--- src/rtl/div_pkg.sv ---
// Shared types and constants for the fixed-point divider and its recompose checker.
package div_pkg;
    typedef enum logic [1:0] {IDLE, MUL, ADD, DONE} state_t;

    localparam int DEF_WIDTH = 30;
    localparam int DEF_FRAC  = DEF_WIDTH - 2;
    localparam int DEF_TOL   = 4;

    localparam logic [63:0] ONE = 64'd1 << DEF_FRAC;

    function automatic logic [63:0] one_fx(input int frac);
        return 64'd1 << frac;
    endfunction
endpackage

--- src/rtl/div_recompose_if.sv ---
// Operand/result handshake bundle between a requester and div_recompose.
interface div_recompose_if import div_pkg::*; #(
    parameter int WIDTH = DEF_WIDTH
);
    logic             in_valid;
    logic             in_ready;
    logic [WIDTH-1:0] quotient;
    logic [WIDTH-1:0] denominator;
    logic [WIDTH-1:0] remainder;
    logic [WIDTH-1:0] numerator;
    logic             out_valid;
    logic             out_ready;
    logic [WIDTH-1:0] recomposed;
    logic [WIDTH:0]   error;
    logic             match;
    logic             overflow;

    modport master (
        output in_valid, quotient, denominator, remainder, numerator, out_ready,
        input  in_ready, out_valid, recomposed, error, match, overflow
    );

    modport slave (
        input  in_valid, quotient, denominator, remainder, numerator, out_ready,
        output in_ready, out_valid, recomposed, error, match, overflow
    );
endinterface

--- src/rtl/shift_add_mult.sv ---
// Radix-2 shift-add multiplier, one multiplier bit per clock; done pulses one cycle after the last step.
module shift_add_mult #(
    parameter int WIDTH = 30
) (
    input  logic               clk,
    input  logic               reset,
    input  logic               start,
    input  logic [WIDTH-1:0]   multiplicand,
    input  logic [WIDTH-1:0]   multiplier,
    output logic               busy,
    output logic               done,
    output logic [2*WIDTH-1:0] product
);
    localparam int CW = $clog2(WIDTH);

    logic [2*WIDTH-1:0] mcand;
    logic [2*WIDTH-1:0] acc;
    logic [WIDTH-1:0]   mplier;
    logic [CW-1:0]      count;
    logic               busy_q;
    logic               done_q;

    always_ff @(posedge clk) begin
        if (reset) begin
            mcand  <= '0;
            acc    <= '0;
            mplier <= '0;
            count  <= '0;
            busy_q <= 1'b0;
            done_q <= 1'b0;
        end else begin
            done_q <= 1'b0;
            if (start && !busy_q) begin
                mcand  <= {{WIDTH{1'b0}}, multiplicand};
                mplier <= multiplier;
                acc    <= '0;
                count  <= '0;
                busy_q <= 1'b1;
            end else if (busy_q) begin
                if (mplier[0])
                    acc <= acc + (mcand << count);
                mplier <= mplier >> 1;
                count  <= count + CW'(1);
                if (count == CW'(WIDTH - 1)) begin
                    busy_q <= 1'b0;
                    done_q <= 1'b1;
                end
            end
        end
    end

    assign busy    = busy_q;
    assign done    = done_q;
    assign product = acc;
endmodule

--- src/rtl/div_recompose.sv ---
// Rebuilds the dividend from a divider's quotient/remainder and compares it to the original numerator.
module div_recompose import div_pkg::*; #(
    parameter int WIDTH = DEF_WIDTH,
    parameter int FRAC  = WIDTH - 2,
    parameter int TOL   = DEF_TOL
) (
    input  logic           clk,
    input  logic           reset,
    div_recompose_if.slave bus
);
    localparam int SW = WIDTH + FRAC + 1;

    state_t             state, state_nxt;
    logic [WIDTH-1:0]   rem_q, num_q;
    logic               mul_start, mul_busy, mul_done;
    logic [2*WIDTH-1:0] product;

    logic [SW-1:0]      sum;
    logic               ovf;
    logic [WIDTH-1:0]   rec;
    logic [WIDTH:0]     err, err_abs;
    logic               hit;

    logic [WIDTH-1:0]   rec_q;
    logic [WIDTH:0]     err_q;
    logic               match_q, ovf_q;

    assign bus.in_ready  = (state == IDLE);
    assign bus.out_valid = (state == DONE);
    assign mul_start     = bus.in_valid && (state == IDLE);

    shift_add_mult #(.WIDTH(WIDTH)) u_mult (
        .clk          (clk),
        .reset        (reset),
        .start        (mul_start),
        .multiplicand (bus.denominator),
        .multiplier   (bus.quotient),
        .busy         (mul_busy),
        .done         (mul_done),
        .product      (product)
    );

    always_ff @(posedge clk) begin
        if (reset) state <= IDLE;
        else       state <= state_nxt;
    end

    always_comb begin
        state_nxt = state;
        case (state)
            IDLE: if (mul_start)             state_nxt = MUL;
            MUL:  if (mul_done && !mul_busy) state_nxt = ADD;
            ADD:                             state_nxt = DONE;
            DONE: if (bus.out_ready)         state_nxt = IDLE;
            default:                         state_nxt = IDLE;
        endcase
    end

    always_ff @(posedge clk) begin
        if (reset) begin
            rem_q <= '0;
            num_q <= '0;
        end else if (mul_start) begin
            rem_q <= bus.remainder;
            num_q <= bus.numerator;
        end
    end

    // Dropped fractional product bits truncate toward zero; the sum is wide enough to never wrap.
    always_comb begin
        sum     = SW'(product >> FRAC) + SW'(rem_q);
        ovf     = |sum[SW-1:WIDTH];
        rec     = ovf ? '1 : sum[WIDTH-1:0];
        err     = {1'b0, num_q} - {1'b0, rec};
        err_abs = err[WIDTH] ? -err : err;
        hit     = !ovf && (err_abs <= (WIDTH+1)'(TOL));
    end

    always_ff @(posedge clk) begin
        if (reset) begin
            rec_q   <= '0;
            err_q   <= '0;
            match_q <= 1'b0;
            ovf_q   <= 1'b0;
        end else if (state == ADD) begin
            rec_q   <= rec;
            err_q   <= err;
            match_q <= hit;
            ovf_q   <= ovf;
        end
    end

    assign bus.recomposed = rec_q;
    assign bus.error      = err_q;
    assign bus.match      = match_q;
    assign bus.overflow   = ovf_q;
endmodule

--- src/flat_wrapper.sv ---
// flat-port wrapper written by rule: the top's interface ports become plain ports
module div_recompose_flat import div_pkg::*;
#(
    parameter int WIDTH = DEF_WIDTH,
    parameter int FRAC  = WIDTH - 2,
    parameter int TOL   = DEF_TOL
)
  (clk, reset, bus_in_valid, bus_quotient, bus_denominator, bus_remainder, bus_numerator, bus_out_ready, bus_in_ready, bus_out_valid, bus_recomposed, bus_error, bus_match, bus_overflow);
  div_recompose_if #(.WIDTH(WIDTH)) bus_i ();
  input  logic clk;
  input  logic reset;
  input wire logic [$bits(bus_i.in_valid)-1:0] bus_in_valid;
  input wire logic [$bits(bus_i.quotient)-1:0] bus_quotient;
  input wire logic [$bits(bus_i.denominator)-1:0] bus_denominator;
  input wire logic [$bits(bus_i.remainder)-1:0] bus_remainder;
  input wire logic [$bits(bus_i.numerator)-1:0] bus_numerator;
  input wire logic [$bits(bus_i.out_ready)-1:0] bus_out_ready;
  output wire logic [$bits(bus_i.in_ready)-1:0] bus_in_ready;
  output wire logic [$bits(bus_i.out_valid)-1:0] bus_out_valid;
  output wire logic [$bits(bus_i.recomposed)-1:0] bus_recomposed;
  output wire logic [$bits(bus_i.error)-1:0] bus_error;
  output wire logic [$bits(bus_i.match)-1:0] bus_match;
  output wire logic [$bits(bus_i.overflow)-1:0] bus_overflow;
  assign bus_i.in_valid = bus_in_valid;
  assign bus_i.quotient = bus_quotient;
  assign bus_i.denominator = bus_denominator;
  assign bus_i.remainder = bus_remainder;
  assign bus_i.numerator = bus_numerator;
  assign bus_i.out_ready = bus_out_ready;
  assign bus_in_ready = bus_i.in_ready;
  assign bus_out_valid = bus_i.out_valid;
  assign bus_recomposed = bus_i.recomposed;
  assign bus_error = bus_i.error;
  assign bus_match = bus_i.match;
  assign bus_overflow = bus_i.overflow;
  div_recompose #(.WIDTH(WIDTH), .FRAC(FRAC), .TOL(TOL)) u_core (.clk(clk), .reset(reset), .bus(bus_i));
endmodule
--- config.mk ---
export PLATFORM = sky130hd
export DESIGN_NAME = div_recompose_flat
export DESIGN_NICKNAME = d
export VERILOG_FILES = /design/src/rtl/div_pkg.sv /design/src/rtl/div_recompose_if.sv /design/src/rtl/shift_add_mult.sv /design/src/rtl/div_recompose.sv /design/src/flat_wrapper.sv
export SDC_FILE = /design/constraint.sdc
export NUM_CORES = 1
export LEC_CHECK = 0
export ABC_AREA = 1
export CORE_MARGIN = 4
export CORE_UTILIZATION = 54
export CTS_CLUSTER_DIAMETER = 200
export DETAILED_ROUTE_END_ITERATION = 12
export PLACE_DENSITY = 0.77
export SETUP_SLACK_MARGIN = 0.4
export SYNTH_ARGS = -nofsm -noshare
export SYNTH_HDL_FRONTEND = slang
export SYNTH_HIERARCHICAL = 1
export SYNTH_SLANG_ARGS = --single-unit
--- constraint.sdc ---
create_clock -name clk -period 4.7 [get_ports clk]
set_input_delay 0.47 -clock clk [delete_from_list [all_inputs] [get_ports clk]]
set_output_delay 0.47 -clock clk [all_outputs]
set_load 0.02 [all_outputs]
# == After elaboration in Yosys (flattened, before gate mapping) ==
# Cells that the tools add are included.
# totals
n_memories,0
latchBits,0
rom_bits,0
in_bits,124
elab_cells,53
ramBits,0
ff_bits,252
output_inout_bits,65
# classes
add_sub_neg,5
n_bitwise,1
n_div,0
magnitude_cmp,1
n_mul,0
muxes,12
reduce_logical,13
shift,1
n_eq_ne,7
# ops
operator,count
30-bit 2-to-1 mux,3
60-bit adder,1
30-bit by 5-bit << shifter with 60-bit output,1
32-bit by 30-bit adder with 33-bit output,1
"31-bit by 3-bit <= comparator with 1-bit output, second input constant",1
31-bit 2-to-1 mux,1
31-bit negation,1
30-bit by 30-bit subtractor with 31-bit output,1
29-bit OR reduction,1
2-bit one-hot mux with 4 select lines,1
2-bit 2-to-1 mux,3
"5-bit by 1-bit adder with 5-bit output, second input constant",1
"5-bit equality test, second input constant",1
"2-bit equality test, second input constant",2
1-bit logical AND,4
1-bit 2-to-1 mux,4
"2-bit by 1-bit != test with 1-bit output, second input constant",2
3-bit AND reduction,1
3-bit OR reduction,1
"2-bit by 1-bit equality test with 1-bit output, second input constant",1
1-bit logical NOT,2
2-bit logical NOT,1
"2-bit != test, second input constant",1
2-bit AND reduction,1
other kinds (3),3

# == Depth between registers and ports, before layout ==
# logic_depth
depth_word,8
mapped_depth,44
mapped_depth_nobuf,43

# == By module ==
# The synthesis kept the hierarchy.
# by_module_without_submodules
module,seq_area_each_um2,cells_per_inst,area_per_inst_um2,n_inst
shift_add_mult,2542.4,2251,12025.3,1
div_recompose,2502.4,1538,9594.2,1

# == Least setup slack after synthesis ==
# Ideal clock, no wire load.
# synth_timing
kind,register to register
startpoint,reg u_core.u_mult.acc[28] (netlist: u_core/u_mult/product[28])
endpoint,reg u_core.match_q (netlist: u_core/bus.match)
t_required_ps,4634
setup_time_ps,66
synth_period_minus_slack_ps,4956
path_slack_ps,-256
path_stages_with_launch,41
n_path_buf,1
t_arrival_ps,4890
path_cell_list,dfxtp_1 -> ha_1 -> inv_1 -> fa_1 -> inv_1 -> nand2_1 -> a21oi_1 -> nand2_1 -> nand2_1 -> a21oi_1 -> o21bai_1 -> nand4_1 -> nand2_1 -> xor2_1 -> nand3_1 -> buf_4 -> inv_1 -> nand2_1 -> (+5 left out) -> inv_1 -> nor2_1 -> nand3_2 -> nor2_2 -> nand3_1 -> nor2_4 -> nand2_4 -> nor2_4 -> nand2_2 -> nand2_2 -> nand2_1 -> nand2_1 -> nand2_1 -> nor2_2 -> nand2_1 -> nor2_2 -> nand3_2 -> a21oi_2
# synth_via
elab_chain_cells,8
elab_cells_between_ends,9
classes_between,add/sub: 3; order compare: 1; mux: 2; reduce/logical: 3
# synth_lines
item,line,text
"start, declared",shift_add_mult.sv:17,logic [2*WIDTH-1:0] acc;
"start signal, assigned",shift_add_mult.sv:41,acc <= acc + (mcand << count);
32-bit by 30-bit adder with 33-bit output (*),div_recompose.sv:71,sum = SW'(product >> FRAC) + SW'(rem_q);
29-bit OR reduction,div_recompose.sv:72,ovf = |sum[SW-1:WIDTH];
30-bit 2-to-1 mux (*),div_recompose.sv:73,rec = ovf ? '1 : sum[WIDTH-1:0];
via u_core.rec[0],div_recompose.sv:20,logic [WIDTH-1:0] rec;
30-bit by 30-bit subtractor with 31-bit output (*),div_recompose.sv:74,"err = {1'b0, num_q} - {1'b0, rec};"
via u_core.err[1],div_recompose.sv:21,"logic [WIDTH:0] err, err_abs;"
31-bit negation,div_recompose.sv:75,err_abs = err[WIDTH] ? -err : err;
31-bit 2-to-1 mux (*),div_recompose.sv:75,
31-bit by 3-bit <= comparator with 1-bit output (*),div_recompose.sv:76,hit = !ovf && (err_abs <= (WIDTH+1)'(TOL));
1-bit logical AND (*),div_recompose.sv:76,
"end signal, assigned",div_recompose.sv:88,match_q <= hit;
"end, declared",div_recompose.sv:26,"logic match_q, ovf_q;"
# Mark *: on every way through the listed nets, which the timed path passes. The rest lies on a longest branch.
# A chain may end at the register's enable or synchronous reset.

# == Final worst setup path ==
# layout_timing
startpoint,reg u_core.rem_q[0]
endpoint,reg u_core.match_q (netlist: u_core/bus.match)
# layout_via
elab_chain_cells,8
elab_cells_between_ends,9
classes_between,add/sub: 3; order compare: 1; mux: 2; reduce/logical: 3
# layout_lines
item,line,text
"start, declared",div_recompose.sv:14,"logic [WIDTH-1:0] rem_q, num_q;"
"start signal, assigned",div_recompose.sv:64,rem_q <= bus.remainder;
32-bit by 30-bit adder with 33-bit output (*),div_recompose.sv:71,
29-bit OR reduction,div_recompose.sv:72,
30-bit 2-to-1 mux (*),div_recompose.sv:73,
via u_core.rec[0],div_recompose.sv:20,
30-bit by 30-bit subtractor with 31-bit output (*),div_recompose.sv:74,
31-bit negation,div_recompose.sv:75,
31-bit 2-to-1 mux (*),div_recompose.sv:75,
31-bit by 3-bit <= comparator with 1-bit output (*),div_recompose.sv:76,
1-bit logical AND (*),div_recompose.sv:76,
# Marked as above.

==> flow_summary.ini <==
[layout]
fillers = 3216
register_area_um2 = 5050
n_antenna_cell = 0
syn_to_final_growth_pct = 35.3
finish.utilization_pct = 73.8
layout-drive-gt1-share_pct = 18.9
nNetsFinal = 4481
multi_input_area_um2 = 15600
instances_no_fill = 4775

[die]
ios = 189
core_region_area_um2 = 39600
fp.dieH_um = 208
die-area_um2 = 43300
die_x_um = 208
start_util_pct = 54.5
fp-row-count = 73

[global_routing]
grt_pass1_vias = 22800
grt_use_total_pct = 33.6
grt_overflow_total = 0
grt_max_degree = 86
antenna_found_initial = 2
grt_first_pass_wirelength_mm = 120

[outcome]
violations = negative setup slack
outcome = complete, but fails checks

[clocking]
cts_root_buf = clkbuf_16
cts_tree = yes
holdBufCountCts = 0
cts_sinks = 252
insertion_delay_ns = 0.60
clock_path_buffers = 3
clkTransAtPathRegs_ns = 0.07
numCtsBuffers = 30
ctsHtreeMaxLevel = 1

[synthesis]
synthArstFlopShare_pct = 0
synthMuxAreaShare_pct = 0.509
syn_nets = 4042
synth_seq_cells = 252
synth_warnings = 6
yosysUniqueCellTypes = 48
synth_top_cell_by_area = dfxtp_1
synth_compound_area_share_pct = 13.0
netlist.area_leader.share_pct = 23.3
synthCells = 3789
avgSynthCellArea_um2 = 5.71
synth-edff-count = 0
synth_top_family_by_area = simple AND/OR/NAND/NOR gates
synth_top_cells_by_count = nand2_1 (1179), nor2_1 (552), inv_1 (551)
synthesis.area_um2 = 21600
yosysSeqAreaShare_pct = 23.3
ys_top_cells_by_area = dfxtp_1 (23%), nand2_1 (20%), nor2_1 (9.6%), inv_1 (9.6%), ha_1 (7.3%)
synthFlopType = dfxtp_1
synth-simple-area-share_pct = 40.4
yosysMostFrequentCell = nand2_1
synth_fa_ha_area_share_pct = 7.57
synthXorXnorAreaFrac_pct = 2.75

[critical_path]
start_kind = flip-flop
crit_path_end_kind = flip-flop
critPathKind = reg -> reg
cp_max_fo = 6
cp_data_required_time_ns = 5.22
cpMostUsedCell = nand2_2
slowest_stage = fa_2
cp.arrival_ns = 5.76
slowest_delay_ns = 0.40

[timing]
slew_headroom_pct = 37.8
slew_viol_final = 0
hold_viol = 0
period_share_pct = 111
skew_ns = 0.0214
rsz0062_at_grt = true
setup_viol = 1
finalCriticalPeriod_ns = 5.24
worst-slew-pin-transition_ns = 0.931
timing.final.ws_setup_ns = -0.537
max_freq_mhz = 191
holdWs_ns = 0.441

[power_and_ir_drop]
intPower_uw = 9750
switchingPower_uw = 8930
swShare_pct = 47.8
pwr-share-comb_pct = 70.3
power_density_nw_per_um2 = 639
p_clk_share_pct = 13.8
seqPwrFrac_pct = 15.9
cellLeakagePower_uw = 0.0151
peakVddDrop_mv = 0.397

[route]
wl_mm = 83.3
drc = 0
ant_nets = 0
vias = 26000
vias_per_cell = 5.44
detail_route.first_pass.iterations = 7
first_iter_violations = 3019
routedWlPerCell_um = 17.5

[job]
cap_violations = 0

[placement]
gp_congestion = 1.03
placed_cells = 4658
port-buffer-count = 188
dp_hpwl_mm = 59.9

[worst_hold_path]
hp-class = in -> reg
-- power groups by stage --
stage | Clock, uW | Sequential [uW] | Combinational (uW)
2_1_floorplan | 0 | 3100 | 5800
3_3_place_gp | 0 | 2960 | 9940
6_report | 2570 | 2980 | 13100
5_1_grt | 2670 | 3020 | 14000
3_5_place_dp | 0 | 2970 | 10000
4_1_cts | 2590 | 2940 | 10700
-- worst paths after layout --
check             cells after the start  slack, ns                  endpoint                     start
setup reg to reg                     40      -0.54          u_core/bus.match           u_core/rem_q[0]
setup / recovery                     40      -0.54          u_core/bus.match           u_core/rem_q[0]
hold / removal                        3       0.44  u_core/u_mult/mplier[29]          bus_quotient[29]
hold reg to reg                       2       0.47  u_core/u_mult/mplier[29]  u_core/u_mult/mplier[29]
-- what timing repair did --
action | 4_1_cts | 5_1_grt
buffers inserted | 23 | 38
gates resized for setup | 111 | 316
setup endpoints to repair | 17 | 30
gates cloned | 1 | 1
pin swaps | 57 | 100
-- final cells by class --
type / count / area share [%]
clock buffers: 41 / 2.91
multi-input cells: 2842 / 53.4
well taps: 525 / 2.25
flip-flops and latches: 252 / 17.3
clock inverters: 13 / 0.796
repair buffers: 531 / 16.0
inverters: 571 / 7.43
-- metrics by stage --
stage / setup TNS, ns / total power (uW) / cell area [um^2] / setup slack, ns
after global placement: -0.410 / 12900 / 25900 / -0.410
after detailed placement: -0.494 / 13000 / 25900 / -0.494
final: -0.537 / 18700 / 29300 / -0.537
after CTS: -0.192 / 16200 / 27600 / -0.192
after global routing: -0.949 / 19700 / 29300 / -0.824
after floorplan: 0 / 8890 / 21700 / 0.00459
-- layer usage --
layer | wire [um] | vias up | GRT usage, %
met5 | 26 | - | 0
met4 | 3440 | 4 | 8.31
met3 | 7720 | 236 | 5.38
met2 | 36800 | 1281 | 52.9
met1 | 35300 | 11700 | 48.3
li1 | - | 12800 | -
-- cell families after synthesis --
group                    Yosys count
XOR/XNOR                          68
AND/OR/NAND/NOR                 2120
buffers and inverters            695
AO/OA/AOI/OAI                    514
multiplexers                      11
adder cells (fa/ha/maj)          129
flip-flops                       252
-- cell usage in the layout, fill, tap and decap left out, types with 8 or more instances in the layout --
master / instances
mux2i_1: 10
nand2_1: 1066
dfxtp_1: 248
clkdlybuf4s50_1: 188
xor2_1: 51
ha_1: 95
buf_4: 305
buf_6: 30
nor3_1: 28
a21oi_2: 20
nand2_4: 36
a21o_1: 9
ha_4: 30
a31oi_1: 14
inv_2: 30
nand3_2: 30
xnor2_1: 16
nor2_4: 47
nor2_1: 494
a21oi_4: 13
clkbuf_16: 31
o21ai_0: 181
o211ai_1: 46
inv_1: 532
nand2_2: 116
o21ai_1: 73
o21ai_2: 8
o21bai_1: 11
nand4_1: 26
a21oi_1: 125
nor2_2: 40
nand3_4: 11
nand3_1: 196
-- registers in the layout (all words and copies together), names as in the netlist --
| signal | flops |
|---|---|
| u_core/bus.overflow | 1 |
| u_core/bus.error | 31 |
| u_core/state | 2 |
| u_core/u_mult/mplier | 30 |
| u_core/num_q | 30 |
| u_core/bus.recomposed | 30 |
| u_core/u_mult/count | 5 |
| u_core/bus.match | 1 |
| u_core/u_mult/mcand | 30 |
| u_core/u_mult/done | 1 |
| u_core/u_mult/busy | 1 |
| u_core/u_mult/product | 60 |
| u_core/rem_q | 30 |
-- critical path: cells and delay by family (launching register included) --
kind | cells | cell delay, ns
DFF | 1 | 0.35
adders and majority gates | 4 | 1.00
buffers and inverters | 6 | 0.49
AOI/OAI and AO/OA | 5 | 0.68
and+or+nand+nor | 25 | 2.63
(Power assumes the default switching activity.)
